===== config.mk =====
export PLATFORM = sky130hd
export DESIGN_NAME = gsensor_spi_ctrl
export DESIGN_NICKNAME = d
export VERILOG_FILES = /design/src/rtl/gsensor_pkg.sv /design/src/rtl/gsensor_sclk_gen.sv /design/src/rtl/gsensor_spi_ctrl.sv
export SDC_FILE = /design/constraint.sdc
export NUM_CORES = 1
export LEC_CHECK = 0
export CAP_MARGIN = 15
export CORE_MARGIN = 5
export CORE_UTILIZATION = 45
export CTS_CLUSTER_SIZE = 16
export DETAILED_ROUTE_END_ITERATION = 8
export PLACE_DENSITY = 0.67
export SYNTH_ARGS = -nofsm -noshare
export SYNTH_HDL_FRONTEND = slang
export SYNTH_HIERARCHICAL = 1
export SYNTH_SLANG_ARGS = --single-unit

===== constraint.sdc =====
create_clock -name clk -period 3.01 [get_ports clk]
set_clock_uncertainty 0.1 [all_clocks]
set_input_delay 0.301 -clock clk [delete_from_list [all_inputs] [get_ports clk]]
set_output_delay 0.301 -clock clk [all_outputs]
set_load 0.05 [all_outputs]

===== src/rtl/gsensor_pkg.sv =====
// gsensor_pkg: shared types and constants for the ADXL345 SPI controller.
// Holds the FSM encoding, header layout and device register map.
package gsensor_pkg;

    typedef enum logic [2:0] {
        ST_IDLE,
        ST_SETUP,
        ST_SHIFT,
        ST_HOLD,
        ST_GAP
    } state_t;

    localparam int HDR_RW_BIT = 7;
    localparam int HDR_MB_BIT = 6;
    localparam int HDR_ADDR_W = 6;

    localparam logic [5:0] ADXL_DEVID     = 6'h00;
    localparam logic [7:0] ADXL_DEVID_VAL = 8'hE5;
    localparam logic [5:0] ADXL_POWER_CTL = 6'h2D;
    localparam logic [5:0] ADXL_DATAX0    = 6'h32;

    function automatic logic [7:0] make_header(
        input logic       rw,
        input logic       mb,
        input logic [5:0] addr
    );
        logic [7:0] h;
        h = '0;
        h[HDR_RW_BIT] = rw;
        h[HDR_MB_BIT] = mb;
        h[HDR_ADDR_W-1:0] = addr;
        return h;
    endfunction

endpackage


===== src/rtl/gsensor_sclk_gen.sv =====
// gsensor_sclk_gen: SCLK divider for SPI mode 3.
// Idles high; toggles every CLK_DIV cycles while enabled, first edge a fall.
module gsensor_sclk_gen #(
    parameter int CLK_DIV = 25
) (
    input  logic clk,
    input  logic reset_n,
    input  logic en,
    output logic sclk,
    output logic rise,
    output logic fall
);
    localparam int CW = $clog2(CLK_DIV);

    logic [CW-1:0] cnt;
    logic          tick;

    assign tick = en && (cnt == CW'(CLK_DIV - 1));
    assign rise = tick && !sclk;
    assign fall = tick && sclk;

    // Half-period counter; SCLK parks high whenever the divider is off.
    always_ff @(posedge clk or negedge reset_n) begin
        if (!reset_n) begin
            cnt  <= '0;
            sclk <= 1'b1;
        end else if (!en) begin
            cnt  <= '0;
            sclk <= 1'b1;
        end else if (tick) begin
            cnt  <= '0;
            sclk <= ~sclk;
        end else begin
            cnt  <= cnt + 1'b1;
        end
    end

endmodule


===== src/rtl/gsensor_spi_ctrl.sv =====
// gsensor_spi_ctrl: SPI mode-3 master for the ADXL345 accelerometer.
// One register write or burst read per command; read bytes are strobed out.
module gsensor_spi_ctrl
    import gsensor_pkg::*;
#(
    parameter int CLK_DIV = 25,
    parameter int MAX_LEN = 6
) (
    input  logic       clk,
    input  logic       reset_n,
    input  logic       cmd_valid,
    output logic       cmd_ready,
    input  logic       cmd_rw,
    input  logic [5:0] cmd_addr,
    input  logic [7:0] cmd_wdata,
    input  logic [2:0] cmd_len,
    output logic       rd_valid,
    output logic [7:0] rd_data,
    output logic       rd_last,
    output logic       done,
    output logic       busy,
    output logic       gsensor_SCLK,
    output logic       gsensor_MOSI,
    output logic       gsensor_SS_n,
    input  logic       gsensor_MISO
);
    localparam int PW = $clog2(CLK_DIV);

    state_t        state, state_nxt;
    logic [PW-1:0] ph_cnt;
    logic          ph_end;
    logic          accept;
    logic          sclk_en, sclk_rise, sclk_fall;
    logic          rst_done;
    logic          rw_q;
    logic [1:0]    miso_sync;
    logic          miso_s;
    logic [6:0]    bit_cnt, last_bit;
    logic [15:0]   tx_sr;
    logic [6:0]    rx_sr;
    logic [2:0]    len_eff, n_bytes;
    logic [7:0]    header;
    logic          byte_end;

    function automatic logic [2:0] clamp_len(input logic [2:0] len);
        if (len == 3'd0) return 3'd1;
        if (int'(len) > MAX_LEN) return 3'(MAX_LEN);
        return len;
    endfunction

    assign len_eff  = clamp_len(cmd_len);
    assign n_bytes  = cmd_rw ? len_eff : 3'd1;
    assign header   = make_header(cmd_rw, cmd_rw && (len_eff > 3'd1), cmd_addr);
    assign ph_end   = (ph_cnt == PW'(CLK_DIV - 1));
    assign accept   = cmd_valid && cmd_ready;
    assign miso_s   = miso_sync[1];
    assign byte_end = rw_q && (bit_cnt >= 7'd15) && (bit_cnt[2:0] == 3'd7);

    gsensor_sclk_gen #(
        .CLK_DIV(CLK_DIV)
    ) u_sclk (
        .clk    (clk),
        .reset_n(reset_n),
        .en     (sclk_en),
        .sclk   (gsensor_SCLK),
        .rise   (sclk_rise),
        .fall   (sclk_fall)
    );

    // State register.
    always_ff @(posedge clk or negedge reset_n) begin
        if (!reset_n) state <= ST_IDLE;
        else          state <= state_nxt;
    end

    // Next-state: timed phases around the shift, shift ends on last rise.
    always_comb begin
        state_nxt = state;
        unique case (state)
            ST_IDLE:  if (accept) state_nxt = ST_SETUP;
            ST_SETUP: if (ph_end) state_nxt = ST_SHIFT;
            ST_SHIFT: if (sclk_rise && bit_cnt == last_bit) state_nxt = ST_HOLD;
            ST_HOLD:  if (ph_end) state_nxt = ST_GAP;
            ST_GAP:   if (ph_end) state_nxt = ST_IDLE;
            default:  state_nxt = ST_IDLE;
        endcase
    end

    // Per-state outputs; ready is held off until the first clock after reset.
    always_comb begin
        cmd_ready    = (state == ST_IDLE) && rst_done;
        busy         = (state != ST_IDLE);
        gsensor_SS_n = (state == ST_IDLE) || (state == ST_GAP);
        sclk_en      = (state == ST_SHIFT);
    end

    // Phase timer for SETUP, HOLD and GAP.
    always_ff @(posedge clk or negedge reset_n) begin
        if (!reset_n)                ph_cnt <= '0;
        else if (state_nxt != state) ph_cnt <= '0;
        else if (state == ST_SETUP || state == ST_HOLD || state == ST_GAP)
            ph_cnt <= ph_cnt + 1'b1;
        else                         ph_cnt <= '0;
    end

    // Two-flop MISO synchronizer.
    always_ff @(posedge clk or negedge reset_n) begin
        if (!reset_n) miso_sync <= '0;
        else          miso_sync <= {miso_sync[0], gsensor_MISO};
    end

    // Shift datapath: latch command, drive MOSI on falls, sample on rises.
    always_ff @(posedge clk or negedge reset_n) begin
        if (!reset_n) begin
            rst_done     <= 1'b0;
            rw_q         <= 1'b0;
            last_bit     <= '0;
            bit_cnt      <= '0;
            tx_sr        <= '0;
            rx_sr        <= '0;
            gsensor_MOSI <= 1'b0;
            rd_valid     <= 1'b0;
            rd_last      <= 1'b0;
            rd_data      <= '0;
            done         <= 1'b0;
        end else begin
            rst_done <= 1'b1;
            rd_valid <= 1'b0;
            rd_last  <= 1'b0;
            done     <= 1'b0;
            if (accept) begin
                rw_q         <= cmd_rw;
                last_bit     <= {1'b0, n_bytes, 3'b111};
                bit_cnt      <= '0;
                tx_sr        <= {header, cmd_rw ? 8'h00 : cmd_wdata};
                gsensor_MOSI <= header[HDR_RW_BIT];
            end
            if (sclk_fall) gsensor_MOSI <= tx_sr[15];
            if (sclk_rise) begin
                tx_sr   <= {tx_sr[14:0], 1'b0};
                rx_sr   <= {rx_sr[5:0], miso_s};
                bit_cnt <= bit_cnt + 1'b1;
                if (byte_end) begin
                    rd_valid <= 1'b1;
                    rd_data  <= {rx_sr, miso_s};
                    rd_last  <= (bit_cnt == last_bit);
                end
            end
            if (state == ST_HOLD && ph_end) begin
                done         <= 1'b1;
                gsensor_MOSI <= 1'b0;
            end
        end
    end

endmodule


==> metrics.md, run 1 <==
| Metric | Value |
|---|---|
| Setup fix buffers added after clock tree synthesis | 0 |
| Hold Crit Start | miso_sync[0] |
| Vias after detailed routing | 2171 |
| Part of the cycle the worst path needs | 91.2% |
| Via-per-instance ratio | 5.47 |
| Pins Over Slew Limit | 0 |
| TritonCTS clock tree | done |
| Post-synth ARST share | 100% |
| Highest-delay cell along the critical path | sky130_fd_sc_hd__clkdlybuf4s50_1 |
| CP Max Fanout | 15 |
| Wire length of the first global-routing pass | 10900 um |
| Detailed Place HPWL | 4290 um |
| Count of distinct cell types in the synthesized netlist | 52 |
| Kind of cell with the highest combined delay on the critical path | buffers and inverters |
| Area added between synthesis and finish | 23.2% |
| Final standard cell utilization of the core | 57.4% |
| Post-route cell area | 3670 um2 |
| Setup repair after global routing missed its margin | false |
| Synth Area per Inst | 10.9 um2 |
| Horizontal die dimension | 91.3 um |
| Placement-stage cell area | 3440 um2 |
| Master cell of the clock root buffer | sky130_fd_sc_hd__clkbuf_8 |
| Buffering stage count on the worst path with inverters included | 2 |
| Hold Crit Depth | 0 |
| Number of register bits inferred by synthesis | 64 |
| Total congestion overflow | 0 |
| Vertical extent of the die | 91.3 um |
| Site Rows | 29 |
| Final total negative setup slack | 0 ns |
| Data required time of the critical path | 2.61 ns |
| Initial detailed-routing violation count | 111 |
| Warning count from the yosys run | 6 |
| Slowest cell delay on critical path | 0.80 ns |
| Number of synthesized flops with an enable pin | 0 |
| Min-delay worst type | reg2reg |
| Worst-case clock buffer depth | 2 |
| Starting utilization of the core area | 46.6% |
| Layout net count | 344 |
| Endpoint type of the worst setup path | primary output |
| Wire length after detailed routing | 6000 um |
| Maximum capacitance violations | 0 |
| Post-Synthesis Cells | 274 |
| Final-report setup violation count | 0 |
| Post-synthesis instance area | 2980 um2 |
| Minimum clock period | 2.75 ns |
| Ports | 38 |
| Power per cell area | 476 nW/um2 |
| Net count after synthesis | 302 |
| Startpoint of the most critical register-to-register path | state[1] |
| All-layer global routing usage | 16.3% |
| Final WS setup | 0.265 ns |
| Worst min-delay path endpoint | miso_sync[1] |
| Antenna violations before repair | 0 |
| Inserted Clock Buffers | 9 |
| # resized after CTS | 0 |
| Worst EP arrival | 2.34 ns |
| Pin count of the biggest net entering global routing | 37 |
| # diodes | 0 |
| Portion of the post-synthesis area used by sequential elements | 53.8% |
| Category of the most critical setup path | reg2out |
| Post-place setup slack | 0.632 ns |
| Residual DRC | 0 |
| DR pass1 iterations | 4 |
| Fraction of layout instances using a drive strength above 1 | 16.6% |
| Most instantiated flip-flop cell in the synthesis netlist | sky130_fd_sc_hd__dfrtp_1 |
| Die area | 8340 um2 |
| CP Launch Type | flop |
| Endpoint of the lowest-slack register-to-register path | bit_cnt[6] |
| Count of fill cells added during filler insertion | 542 |
| Crit-path cells | or4b_4 > inv_2 > clkdlybuf4s50_1 |
| Clk slew on worst S/H paths | 0.07 ns |
| Buffers added on ports | 37 |
| Largest voltage drop on the vdd net | 345 uV |
| Routed Antenna Nets | 0 |
| CTS sink count | 64 |
| Worst Tran Pin Value | 0.780 ns |
| Final Hold Viols | 0 |
| Pleak | 0.00160 uW |
| Number of global-route vias before repair | 2212 |
| Routed length per instance | 15.1 um |
| Std-Cell Core Area | 6390 um2 |
| Slew Limit Headroom | 48.0% |
| Quantity of hold-fixing buffers added after cts | 1 |
| Register-to-Register Setup Slack | 0.70 ns |
| H-Tree Depth | 3 |
| RePlAce Congestion | 0.762 |
| Number of cells on the worst reg-to-reg path | 6 |
| Outcome | completed |
| Peak clock frequency supported by timing | 364 MHz |
| Clock latency on the worst-skew pair | 0.34 ns |
-- synth_stat cells, types with 2 or more instances --
library cell                n  area share [%]
sky130_fd_sc_hd__nand4b_1   2            0.59
sky130_fd_sc_hd__xor2_1     3            0.88
sky130_fd_sc_hd__dfrtp_1   63              53
sky130_fd_sc_hd__and4_2     2            0.67
sky130_fd_sc_hd__o21ai_0   20             3.4
sky130_fd_sc_hd__o311ai_0   4             1.2
sky130_fd_sc_hd__nor3b_1    3            0.76
sky130_fd_sc_hd__o221ai_1   4             1.2
sky130_fd_sc_hd__mux2_2    16             6.1
sky130_fd_sc_hd__a21oi_1    8             1.3
sky130_fd_sc_hd__nand4_1   11             2.3
sky130_fd_sc_hd__nand2_1   18             2.3
sky130_fd_sc_hd__xnor2_1    4             1.2
sky130_fd_sc_hd__ha_1       6             2.5
sky130_fd_sc_hd__inv_1     16             2.0
sky130_fd_sc_hd__buf_2      3            0.50
sky130_fd_sc_hd__nor2_1    16             2.0
sky130_fd_sc_hd__a31oi_1    8             1.7
sky130_fd_sc_hd__or3_1      2            0.42
sky130_fd_sc_hd__clkbuf_1  11             1.4
sky130_fd_sc_hd__nor4_1     3            0.63
sky130_fd_sc_hd__a21boi_0   2            0.50
sky130_fd_sc_hd__nand2b_1   4            0.84
sky130_fd_sc_hd__nor2b_1    2            0.42
sky130_fd_sc_hd__nand3_1   10             1.7
sky130_fd_sc_hd__and4_1     2            0.59
sky130_fd_sc_hd__and3_1     5             1.1
sky130_fd_sc_hd__o211ai_1   2            0.50
-- stage by stage --
stage / hold slack (ns) / total power (uW) / std cells
2_1_floorplan: -0.0946 / 894 / 274
3_3_place_gp: 0.234 / 947 / 381
3_5_place_dp: 0.244 / 947 / 381
4_1_cts: 0.272 / 1770 / 397
5_1_grt: 0.278 / 1820 / 397
6_report: 0.270 / 1750 / 397
-- where the power goes --
group / total (uW) / switching (uW) / internal, uW
registers: 866 / 1.75 / 864
clock network: 817 / 311 / 506
logic: 64.5 / 33.4 / 31.1
-- state kept, by name (all words and copies together), names as in the netlist --
name / cells
u_sclk/sclk: 1
miso_sync: 2
rd_data: 8
u_sclk/cnt: 5
tx_sr: 16
rd_valid: 1
done: 1
rx_sr: 7
rd_last: 1
gsensor_MOSI: 1
rw_q: 1
bit_cnt: 7
last_bit: 4
rst_done: 1
ph_cnt: 5
state: 3
-- cell families after synthesis --
group,Yosys count,synth area share [%]
muxes,18,6.89
other,1,0.126
xor gates and xnor gates,7,2.06
buffers and inverters,32,4.41
DFF,64,53.8
AOI/OAI and AO/OA,57,13.1
adders and majority gates,6,2.52
and+or+nand+nor,89,17.1
-- cell usage in the layout (no fill, tap or decap), types with 2 or more instances in the layout --
cell,netlist,layout
sky130_fd_sc_hd__nand3_1,10,10
sky130_fd_sc_hd__nand4b_1,2,2
sky130_fd_sc_hd__and4_2,2,2
sky130_fd_sc_hd__mux2_2,16,16
sky130_fd_sc_hd__clkdlybuf4s50_1,0,36
sky130_fd_sc_hd__o21ai_0,20,20
sky130_fd_sc_hd__a31oi_1,8,8
sky130_fd_sc_hd__o221ai_1,4,4
sky130_fd_sc_hd__nor3b_1,3,2
sky130_fd_sc_hd__o211ai_1,2,2
sky130_fd_sc_hd__dfrtp_1,63,63
sky130_fd_sc_hd__nand2b_1,4,4
sky130_fd_sc_hd__or3_1,2,2
sky130_fd_sc_hd__a21boi_0,2,2
sky130_fd_sc_hd__nor2b_1,2,2
sky130_fd_sc_hd__and3_1,5,5
sky130_fd_sc_hd__buf_4,0,8
sky130_fd_sc_hd__xor2_1,3,3
sky130_fd_sc_hd__a21oi_1,8,8
sky130_fd_sc_hd__nor4_1,3,3
sky130_fd_sc_hd__and4_1,2,2
sky130_fd_sc_hd__xnor2_1,4,4
sky130_fd_sc_hd__ha_1,6,6
sky130_fd_sc_hd__nand2_1,18,18
sky130_fd_sc_hd__nor2_1,16,16
sky130_fd_sc_hd__nand4_1,11,11
sky130_fd_sc_hd__o311ai_0,4,4
sky130_fd_sc_hd__bufinv_16,0,2
sky130_fd_sc_hd__inv_1,16,16
sky130_fd_sc_hd__clkbuf_8,0,11
-- worst max path at each step --
stage	start	depth (start not counted)	end	slack [ns]
after floorplan	state[0]	7	bit_cnt[5]	0.66
after global placement	state[0]	3	cmd_ready	0.64
after detailed placement	state[0]	3	cmd_ready	0.63
after CTS	state[0]	3	cmd_ready	0.25
after global routing	state[0]	3	cmd_ready	0.20
final	state[0]	3	cmd_ready	0.26
-- per-layer routing --
metal	global-route usage, %	wire [um]	vias to the layer above
met1	22.1	2860	1030
met4	6.60	124	0
met3	5.21	320	14
met5	0	0	-
li1	-	-	1079
met2	24.0	2690	48
-- cell type report --
type,instances,area (um2),share of cell area [%]
sequential,64,1600,43.7
multi-input combinational,178,1250,34.0
timing repair buffer,46,435,11.9
clock buffer,12,155,4.23
tap,77,96.3,2.63
clock inverter,3,65.1,1.77
inverter,17,63.8,1.74
Note: power is estimated with default switching activity, not from simulation.
==> run 2, diff against run 1 <==
--- a/config.mk
+++ b/config.mk
@@ -15,3 +15,4 @@
 export SYNTH_HDL_FRONTEND = slang
 export SYNTH_HIERARCHICAL = 1
 export SYNTH_SLANG_ARGS = --single-unit
+export TNS_END_PERCENT = 50
==> results of run 2 <==
No change in the layout: final DEF, timing and power equal those of run 1.
==> run 3, diff against run 2 <==
--- a/config.mk
+++ b/config.mk
@@ -11,6 +11,7 @@
 export CTS_CLUSTER_SIZE = 16
 export DETAILED_ROUTE_END_ITERATION = 8
 export PLACE_DENSITY = 0.67
+export SETUP_SLACK_MARGIN = 0.15
 export SYNTH_ARGS = -nofsm -noshare
 export SYNTH_HDL_FRONTEND = slang
 export SYNTH_HIERARCHICAL = 1
==> results of run 3 <==
No change in the layout: final DEF, timing and power equal those of run 1.
